<file path="config.mk">
export PLATFORM = sky130hd
export DESIGN_NAME = operand_fwd_mux
export DESIGN_NICKNAME = d
export VERILOG_FILES = /design/src/rtl/cpu_pipe_pkg.sv /design/src/rtl/fwd_prio_sel.sv /design/src/rtl/operand_fwd_mux.sv
export SDC_FILE = /design/constraint.sdc
export NUM_CORES = 1
export LEC_CHECK = 0
export ABC_CLOCK_PERIOD_IN_PS = 3200
export BUFFER_PORTS_ARGS = -buffer_cell sky130_fd_sc_hd__buf_2
export CORE_ASPECT_RATIO = 1.25
export CORE_MARGIN = 2
export CORE_UTILIZATION = 40
export DETAILED_ROUTE_END_ITERATION = 6
export PLACE_DENSITY = 0.75
export SETUP_SLACK_MARGIN = 0.2
export SLEW_MARGIN = 30
export SYNTH_ARGS = -nofsm -noshare
export SYNTH_HDL_FRONTEND = slang
export SYNTH_SLANG_ARGS = --single-unit
</file>
<file path="constraint.sdc">
create_clock -name clk -period 3.2 [get_ports clk]
set_input_delay 0.48 -clock clk [delete_from_list [all_inputs] [get_ports clk]]
set_output_delay 0.48 -clock clk [all_outputs]
set_load 0.005 [all_outputs]
</file>
<file path="src/rtl/cpu_pipe_pkg.sv">
// rtl/cpu_pipe_pkg.sv - shared pipeline constants for operand forwarding
package cpu_pipe_pkg;
    localparam int DATA_W_DEF = 32;
    localparam int ADDR_W_DEF = 5;
    localparam int REG_ZERO   = 0;
    localparam int FWD_EXMEM  = 1;
    localparam int FWD_MEMWB  = 2;
endpackage

</file>
<file path="src/rtl/fwd_prio_sel.sv">
// rtl/fwd_prio_sel.sv - priority address match, operand select and load-use hazard detect
module fwd_prio_sel
    import cpu_pipe_pkg::*;
#(
    parameter int DATA_W = DATA_W_DEF,
    parameter int ADDR_W = ADDR_W_DEF,
    parameter int NSRC   = 3,
    parameter int SEL_W  = $clog2(NSRC)
) (
    input  logic                     in_valid,
    input  logic [ADDR_W-1:0]        rs_addr,
    input  logic [DATA_W-1:0]        rf_data,
    input  logic [NSRC-2:0]          fwd_valid,
    input  logic [(NSRC-1)*ADDR_W-1:0] fwd_addr,
    input  logic [(NSRC-1)*DATA_W-1:0] fwd_data,
    input  logic [NSRC-2:0]          fwd_pending,
    output logic [SEL_W-1:0]         sel,
    output logic [DATA_W-1:0]        data,
    output logic                     hazard
);
    logic not_zero;
    logic sel_pending;

    assign not_zero = (rs_addr != ADDR_W'(REG_ZERO));

    // Scan oldest to youngest so the youngest match is written last and wins.
    always_comb begin
        sel         = '0;
        data        = not_zero ? rf_data : '0;
        sel_pending = 1'b0;
        for (int k = NSRC - 1; k >= 1; k--) begin
            if (not_zero && fwd_valid[k-1] && (fwd_addr[k*ADDR_W-1 -: ADDR_W] == rs_addr)) begin
                sel         = SEL_W'(k);
                data        = fwd_data[k*DATA_W-1 -: DATA_W];
                sel_pending = fwd_pending[k-1];
            end
        end
    end

    assign hazard = in_valid && sel_pending;
endmodule

</file>
<file path="src/rtl/operand_fwd_mux.sv">
// rtl/operand_fwd_mux.sv - forwarding mux with one-entry registered output slot and stall counter
module operand_fwd_mux
    import cpu_pipe_pkg::*;
#(
    parameter int DATA_W = DATA_W_DEF,
    parameter int ADDR_W = ADDR_W_DEF,
    parameter int NSRC   = 3,
    parameter int SEL_W  = $clog2(NSRC),
    parameter int CNT_W  = 16
) (
    input  logic                       clk,
    input  logic                       rst,
    input  logic                       in_valid,
    output logic                       in_ready,
    input  logic [ADDR_W-1:0]          rs_addr,
    input  logic [DATA_W-1:0]          rf_data,
    input  logic [NSRC-2:0]            fwd_valid,
    input  logic [(NSRC-1)*ADDR_W-1:0] fwd_addr,
    input  logic [(NSRC-1)*DATA_W-1:0] fwd_data,
    input  logic [NSRC-2:0]            fwd_pending,
    input  logic                       flush,
    output logic                       out_valid,
    input  logic                       out_ready,
    output logic [DATA_W-1:0]          out_data,
    output logic [SEL_W-1:0]           out_sel,
    output logic [CNT_W-1:0]           stall_cnt
);
    logic [SEL_W-1:0]  sel;
    logic [DATA_W-1:0] sel_data;
    logic              hazard;
    logic              accept;

    fwd_prio_sel #(
        .DATA_W (DATA_W),
        .ADDR_W (ADDR_W),
        .NSRC   (NSRC),
        .SEL_W  (SEL_W)
    ) u_sel (
        .in_valid    (in_valid),
        .rs_addr     (rs_addr),
        .rf_data     (rf_data),
        .fwd_valid   (fwd_valid),
        .fwd_addr    (fwd_addr),
        .fwd_data    (fwd_data),
        .fwd_pending (fwd_pending),
        .sel         (sel),
        .data        (sel_data),
        .hazard      (hazard)
    );

    assign in_ready = (!out_valid || out_ready) && !hazard;
    assign accept   = in_valid && in_ready && !flush;

    always_ff @(posedge clk or posedge rst) begin
        if (rst) begin
            out_valid <= 1'b0;
            out_data  <= '0;
            out_sel   <= '0;
        end else if (flush) begin
            out_valid <= 1'b0;
        end else if (accept) begin
            out_valid <= 1'b1;
            out_data  <= sel_data;
            out_sel   <= sel;
        end else if (out_ready) begin
            out_valid <= 1'b0;
        end
    end

    // Flushed cycles are not stalls: the request is being killed anyway.
    always_ff @(posedge clk or posedge rst) begin
        if (rst) begin
            stall_cnt <= '0;
        end else if (hazard && !flush && (stall_cnt != {CNT_W{1'b1}})) begin
            stall_cnt <= stall_cnt + 1'b1;
        end
    end
endmodule
</file>
-- Word-level counts from Yosys, hierarchy flattened
Cells that the tools add are included.
- reductions and logical operators: 17
- bitwise logic cells: 1
- equality and inequality tests: 3
- $add $sub $neg: 1
- mux-type cells: 10
- order comparisons: 0
- div/mod/pow operators: 0
- multiply operators: 0
- shift-type cells: 0
- operators by type and width (kind ; number):
    $mux 32 ; 3
    $add 16x1->16 const B ; 1
    $ne 16x16->1 const B ; 1
    $eq 5x5->1 ; 2
    $logic_and 1x1->1 ; 10
    $mux 1 ; 5
    $reduce_bool 5->1 ; 1
    $mux 2 ; 2
    $logic_not 1->1 ; 3
    $reduce_bool 3->1 ; 1
    $reduce_and 2->1 ; 1
    $logic_or 1x1->1 ; 1
    $not 1->1 ; 1
- RAM bits: 0
- ROM bits: 0
- word-level logic and storage cells: 36
- bits in latches: 0
- register bits: 51
- memories kept: 0
- input port bits: 120

-- Depth between registers and ports, before layout
Gate-level depths: netlist of the first run.
- depth in word-level cells: 12
- depth in mapped cells: 9
- depth with buffers taken out: 6

-- Modules after synthesis
Synthesis of the first run repeated with hierarchy kept, for this count alone.
- cells, all modules: 286
- area, all modules: 2940.3 um^2
- modules (own cells, without submodules) (module ; cells each ; sequential area each (um^2) ; times used ; area an instance (um^2)):
    operand_fwd_mux ; 153 ; 1276.2 ; 1 ; 2134.5
    fwd_prio_sel ; 133 ; 0.0 ; 1 ; 805.8

-- Worst setup path before layout of the first run
No wires, ideal clock.
- path type: in2reg
- start: input rs_addr[0]
- end: register out_data[17]
- data arrival time: 2625 ps
- slack: 451 ps
- library setup time: 125 ps
- stages on the path: 8
- required time: 3075 ps
- cell sequence: or4_1 nor2_1 or4_1 buf_2 mux2i_4 nor3b_4 buf_6 mux2_2
- cells in the longest elaborated chain, start to end: 11
- elaborated cells on any way between the ends: 18
- RTL lines (what ; line ; text):
    start: declaration ; operand_fwd_mux.sv:15 ; input logic [ADDR_W-1:0] rs_addr,
    $reduce_bool 5->1 ; fwd_prio_sel.sv:24 ; assign not_zero = (rs_addr != ADDR_W'(REG_ZERO));
    $logic_and 1x1->1 (2 in a row) ; fwd_prio_sel.sv:32 ; if (not_zero && fwd_valid[k-1] && (fwd_addr[k*ADDR_W-1 -: ADDR_W] == rs_addr)) begin
    $mux 1 (2 in a row) ; fwd_prio_sel.sv:32 ;
    $logic_and 1x1->1 ; fwd_prio_sel.sv:40 ; assign hazard = in_valid && sel_pending;
    $logic_not 1->1 ; operand_fwd_mux.sv:51 ; assign in_ready = (!out_valid || out_ready) && !hazard;
    $logic_and 1x1->1 ; operand_fwd_mux.sv:51 ;
    $logic_and 1x1->1 (2 in a row) ; operand_fwd_mux.sv:52 ; assign accept = in_valid && in_ready && !flush;
    $reduce_and 2->1 (no source line) ; - ;
    end signal: assignment ; operand_fwd_mux.sv:63 ; out_data <= sel_data;
    end: declaration ; operand_fwd_mux.sv:24 ; output logic [DATA_W-1:0] out_data,
Parallel ways exist; a longest one is shown, timed or not.
A chain may end at the register's enable or synchronous reset.

-- Final worst setup path of the first run
- start: input rs_addr[0]
- end: output in_ready
- cells in the longest elaborated chain, start to end: 8
- elaborated cells on any way between the ends: 12
- RTL lines (what ; line ; text):
    $reduce_bool 5->1 ; fwd_prio_sel.sv:24 ;
    $logic_and 1x1->1 (2 in a row) ; fwd_prio_sel.sv:32 ;
    $mux 1 ; fwd_prio_sel.sv:32 ;
    $mux 1 (*) ; fwd_prio_sel.sv:32 ;
    $logic_and 1x1->1 (*) ; fwd_prio_sel.sv:40 ;
    $logic_not 1->1 (*) ; operand_fwd_mux.sv:51 ;
    $logic_and 1x1->1 (*) ; operand_fwd_mux.sv:51 ;
    end: declaration ; operand_fwd_mux.sv:14 ; output logic in_ready,
Mark *: on every way between the ends. The rest lies on a longest branch, timed or not.

==> results.toml, run 1 <==
[synth]
synth-seq-cells = 51
yosys.cell_types.count = 31
async_flop_share = 1.00
synth_top_cell_area_share = 0.442
syn_area_per_cell_um2 = 10.0
synth.most_common_cell = "dfrtp_1"
synthTopCellsByCount = "dfrtp_1 (51), nor2_1 (39), a21oi_1 (33)"
mappedNetlistArea_mm2 = 0.00289
yosysTopAreaCell = "dfrtp_1"
syn_inst = 289
ys_warn_count = 0
ys_seq_area_frac = 0.442
synth_edf_count = 0
synth_ff_type = "dfrtp_1"
synth_area_leaders = "dfrtp_1 (44%), mux2_2 (11%), a22oi_1 (8.3%)"
synth_fp_nets = 410

[pwr]
irDropWorstVdd_mv = 0.227
clkPwrFrac = 0.285
swShare = 0.258
p_comb_frac = 0.235
power.leakage_nw = 2.05
p_int_mw = 1.21
design_power_total_mw = 1.63
p_seq_frac = 0.480
powerDensity_mw_per_mm2 = 414
power.switching_uw = 420

[place]
port_buffers = 171
hpwl_um = 5890
place_congestion = 0.829

[cells_and_area]
fill_cells = 661
drive_gt1_frac = 0.482
diodes = 0
area_growth_pct = 35.9
nets = 574

[critical_path]
reg2reg_to = "stall_cnt[1]$_DFFE_PP0P_"
worstPathCellList = "buf_2, or4_1, nor2_1, or4_2, mux2i_4, buf_4, nor2b_1, nor2_1, buf_2"
crit_cells = 9
worst-setup-path-type = "in2out"
cp.arrival_ns = 2.33
crit_fanout = 17
r2r_slack_ns = 1.09
path_buf_inv = 3
rr_startpoint = "stall_cnt[7]$_DFFE_PP0P_"
critPathMaxStageDelay_ns = 0.52
rr_worst_depth = 5
crit_path_start_kind = "input port"
crit_path_end_kind = "output port"
cpLargestDelayFamily = "simple AND/OR/NAND/NOR gates"
slowest_stage = "or4_1"
required_ns = 2.72

[die]
io_pins = 172
core_area_mm2 = 0.00698
rows = 34
die_area_mm2 = 0.00792
die_w_um = 80.0
initial_utilization = 0.414
die_h_um = 99.0

[timing]
period_minus_slack_ns = 2.81
hold_viol = 0
fin_tns_setup_ns = 0
slew_headroom = 0.507
rsz0062_at_grt = "false"
setup_viol = 0
whs_ns = 0.262
fin_crit_sh = 0.878
worst_pin_slew_ns = 0.733
maxSlewViolCount = 0
fin_skew_ns = 0.00669
max_freq_ghz = 0.356

[clock_tree]
cts.sinks = 51
postCtsSetupBuffers = 0
cts_hold_buffers = 0
clkTransAtPathRegs_ns = 0.09
cts_made_buffers = 5
ctsRootBufferMaster = "clkbuf_8"
cts_tree = "yes"
clk_latency_ns = 0.30
cts_max_level = 2
cts.path.max_buffers = 2
ctsResizeCount = 0

[global_route]
antenna_found_initial = 0
grt_pass1_wl_um = 12300
grt_max_degree = 67
grt_pass1_vias = 2695
track_usage = 0.194
grt_overflow = 0

[worst_hold_path]
hold_path_class = "in2async"

[detailed_routing]
num_vias = 2792
postRouteAntennaNets = 0
drc = 0
routed_via_density = 5.13
drtIter0Drc = 113
drt-pass1-iter-count = 4
wl_per_cell_um = 14.4
drt_wl_total_um = 7830

[run_status]
outcome = "finished, final reports clean"

[job]
drv_cap = 0
==> area by class of cell <==
type / instances / area, um2 / share of cell area
timing repair buffer: 176 / 893 / 0.228
tap: 90 / 113 / 0.0287
inverter: 4 / 17.5 / 0.00446
multi-input combinational: 215 / 1510 / 0.384
clock inverter: 2 / 35.0 / 0.00892
clock buffer: 6 / 82.6 / 0.0210
sequential: 51 / 1280 / 0.325
==> placed cells by master (no fill, tap or decap), drive strengths merged, types with 4 or more instances in the layout <==
| cell | count |
|---|---|
| dfrtp | 51 |
| inv | 4 |
| xnor2 | 10 |
| xor2 | 15 |
| mux2 | 33 |
| nand3 | 7 |
| nor4 | 4 |
| clkbuf | 6 |
| a22oi | 32 |
| nor3 | 8 |
| nand2 | 6 |
| nor2b | 4 |
| nand4 | 5 |
| buf | 176 |
| nor2 | 39 |
| a21oi | 33 |
==> worst register-to-register path, stage by stage (launching register included) <==
cell	delay [ns]
dfrtp_1	0.46
and4_1	0.31
nand3_1	0.17
nor3_1	0.60
nor3_1	0.17
mux2_2	0.31
==> per-stage QoR <==
step / util / std cells / setup WS (ns) / area, um2
final: 0.563 / 544 / 0.389 / 3930
after global routing: 0.563 / 544 / 0.228 / 3930
after CTS: 0.563 / 544 / 0.376 / 3930
after detailed placement: 0.546 / 536 / 0.313 / 3810
after global placement: 0.546 / 536 / 0.423 / 3810
after floorplan: - / 289 / 0.451 / 2890
==> how the worst max path moves through the flow <==
stage          startpoint                       end
6_report       rs_addr[0]                  in_ready
5_1_grt        rs_addr[0]                  in_ready
4_1_cts        rs_addr[0]                  in_ready
3_5_place_dp   rs_addr[0]   out_data[1]$_DFFE_PP0P_
3_3_place_gp   rs_addr[0]  out_data[30]$_DFFE_PP0P_
2_1_floorplan  rs_addr[0]  out_data[17]$_DFFE_PP0P_
==> per-layer routing <==
layer	share of wire	routed length [um]	global-route usage	up-vias
li1	-	-	-	1373
met1	0.39	3070	0.226	1300
met2	0.51	4020	0.347	111
met3	0.084	654	0.0513	8
met4	0.011	85	0.0548	0
met5	0	0	0	-
==> power groups by stage <==
| stage | registers, mW | logic [mW] | clock network (mW) |
|---|---|---|---|
| after CTS | 0.783 | 0.391 | 0.485 |
| after global routing | 0.795 | 0.422 | 0.506 |
| after floorplan | 0.802 | 0.171 | 0 |
| after global placement | 0.791 | 0.380 | 0 |
| after detailed placement | 0.795 | 0.390 | 0 |
| final | 0.781 | 0.383 | 0.463 |
==> state kept, by name, indices dropped and copies added, names as in the netlist <==
register / count
stall_cnt: 16
out_data: 32
out_sel: 2
out_valid: 1
==> logic make-up after synthesis <==
group | share of synthesized area
XOR/XNOR | 0.0758
buffers and inverters | 0.0381
flip-flops | 0.442
AND/OR/NAND/NOR | 0.153
multiplexers | 0.143
adder cells (fa/ha/maj) | 0.00433
AO/OA/AOI/OAI | 0.144
No activity file was read; power rests on OpenSTA's default activity.
==> run 2, diff against run 1 <==
--- a/config.mk
+++ b/config.mk
@@ -6,5 +6,5 @@
 export NUM_CORES = 1
 export LEC_CHECK = 0
-export ABC_CLOCK_PERIOD_IN_PS = 3200
+export ABC_CLOCK_PERIOD_IN_PS = 3060
 export BUFFER_PORTS_ARGS = -buffer_cell sky130_fd_sc_hd__buf_2
 export CORE_ASPECT_RATIO = 1.25
==> constraint.sdc (replaced) <==
create_clock -name clk -period 3.06 [get_ports clk]
set_input_delay 0.612 -clock clk [delete_from_list [all_inputs] [get_ports clk]]
set_output_delay 0.612 -clock clk [all_outputs]
set_load 0.005 [all_outputs]
==> results.toml, run 2 (synthesized netlist as in run 1, its figures left out) <==
[cells_and_area]
reg_top3 = "out_data x32, stall_cnt x16, out_sel x2"
fill_cells = 639
nets = 577
largest_register = "out_data"
drive_gt1_frac = 0.488
largest_reg_flops = 32
final_cell_mix = "buf_2 (171), dfrtp_1 (51), nor2_1 (38)"
design_area_mm2 = 0.00393
diodes = 0
area_growth_pct = 36.2
final_common_cell = "buf_2"

[timing]
worst_pin_slew_ns = 0.750
fin_tns_setup_ns = 0
fin_crit_sh = 0.899
slew_headroom = 0.500
maxSlewViolCount = 0
rsz0062_at_grt = "false"
fin_skew_ns = 0.00290
max_freq_ghz = 0.363
period_minus_slack_ns = 2.75
hold_viol = 0
finalWorstSetupSlack_ns = 0.308
setup_viol = 0

[die]
die_w_um = 80.0
initial_utilization = 0.414
die_area_mm2 = 0.00792
die_h_um = 99.0
core_area_mm2 = 0.00698
io_pins = 172
rows = 34

[critical_path]
required_ns = 2.45
crit_path_start_kind = "input port"
path_buf_inv = 2
cpLargestDelayFamily = "simple AND/OR/NAND/NOR gates"
slowest_stage = "or4_4"
cp.arrival_ns = 2.14
crit_fanout = 4
crit_path_end_kind = "output port"
worstPathCellList = "buf_2, or4_4, nor2_4, or4_4, mux2i_4, nor2b_1, nor2_1, buf_2"
worst-setup-path-type = "in2out"
critPathMaxStageDelay_ns = 0.55

[run_status]
outcome = "finished, final reports clean"

[place]
port_buffers = 171
dpl_cell_area_mm2 = 0.00384
place_congestion = 0.819
dp_slack_ns = 0.127
hpwl_um = 6000

[detailed_routing]
drt-pass1-iter-count = 4
wl_per_cell_um = 14.7
drt_wl_total_um = 8040
drtIter0Drc = 139
drc = 0
routed_via_density = 5.22
postRouteAntennaNets = 0
num_vias = 2845

[global_route]
antenna_found_initial = 0
track_usage = 0.195
grt_overflow = 0
grt_pass1_wl_um = 12500
grt_pass1_vias = 2805
grt_max_degree = 67

[clock_tree]
cts_made_buffers = 5
ctsRootBufferMaster = "clkbuf_8"
cts.sinks = 51
clk_latency_ns = 0.29
cts_tree = "yes"
clkTransAtPathRegs_ns = 0.08
cts.path.max_buffers = 2
cts_hold_buffers = 0
cts_max_level = 2

[pwr]
design_power_total_mw = 1.58
irDropWorstVdd_mv = 0.280
powerDensity_mw_per_mm2 = 402
power.leakage_nw = 2.05

[job]
drv_cap = 0

[worst_hold_path]
hold_path_class = "in2async"
run 2: cell count changes in the layout (fill, tap and decap cells not counted), sizes merged:
cell    change
bufinv      -1
clkinv      -1
buf         +3
run 2: stage by stage:
| step | util | cells | hold slack [ns] |
|---|---|---|---|
| floorplan | - | 289 | 0.478 |
| global placement | 0.550 | 538 | 0.463 |
| detailed placement | 0.550 | 538 | 0.469 |
| CTS | 0.560 | 544 | 0.472 |
| global route | 0.564 | 545 | 0.487 |
| finish | 0.564 | 545 | 0.469 |
run 2: routing by layer:
layer | vias to the layer above | share of wire | global-route usage
met1 | 1334 | 0.38 | 0.225
met3 | 10 | 0.099 | 0.0449
li1 | 1375 | - | -
met2 | 126 | 0.51 | 0.355
met4 | 0 | 0.011 | 0.0574
met5 | - | 0 | 0
run 2: path summary, 6_finish.rpt:
kind | startpoint | to | slack, ns | cells past startpoint
max in group asynchronous | rst | out_data[4]$_DFFE_PP0P_ | 2.16 | 3
max | rs_addr[0] | in_ready | 0.31 | 8
min in group clk | stall_cnt[14]$_DFFE_PP0P_ | stall_cnt[14]$_DFFE_PP0P_ | 0.48 | 1
min | rst | out_data[18]$_DFFE_PP0P_ | 0.47 | 3
min reg2reg | stall_cnt[14]$_DFFE_PP0P_ | stall_cnt[14]$_DFFE_PP0P_ | 0.48 | 1
max reg2reg | stall_cnt[7]$_DFFE_PP0P_ | stall_cnt[0]$_DFFE_PP0P_ | 0.99 | 6
run 2: where the power goes:
part | internal (mW) | total (mW) | switching (mW)
sequential | 0.768 | 0.819 | 0.0503
combinational | 0.233 | 0.413 | 0.179
clock | 0.153 | 0.349 | 0.196
total | 1.15 | 1.58 | 0.426
run 2: area by class of cell:
| type | count | area, um2 | area share |
|---|---|---|---|
| clock buffers | 6 | 72.6 | 0.0184 |
| multi-input cells | 215 | 1530 | 0.389 |
| flip-flops and latches | 51 | 1280 | 0.324 |
| inverters | 4 | 15.0 | 0.00382 |
| well taps | 90 | 113 | 0.0286 |
| repair buffers | 179 | 928 | 0.236 |
run 2: repair_timing:
item	CTS	global route
hold endpoints to repair	0	0
buffers inserted	0	1
setup endpoints to repair	0	1
gates resized for setup	0	4
run 2: worst reg2reg max path, stage by stage (launching register included):
cell,delay [ns]
dfrtp_1,0.44
and4_1,0.31
nand3_1,0.17
nor3_1,0.59
nor3_1,0.14
buf_4,0.18
xor2_1,0.13
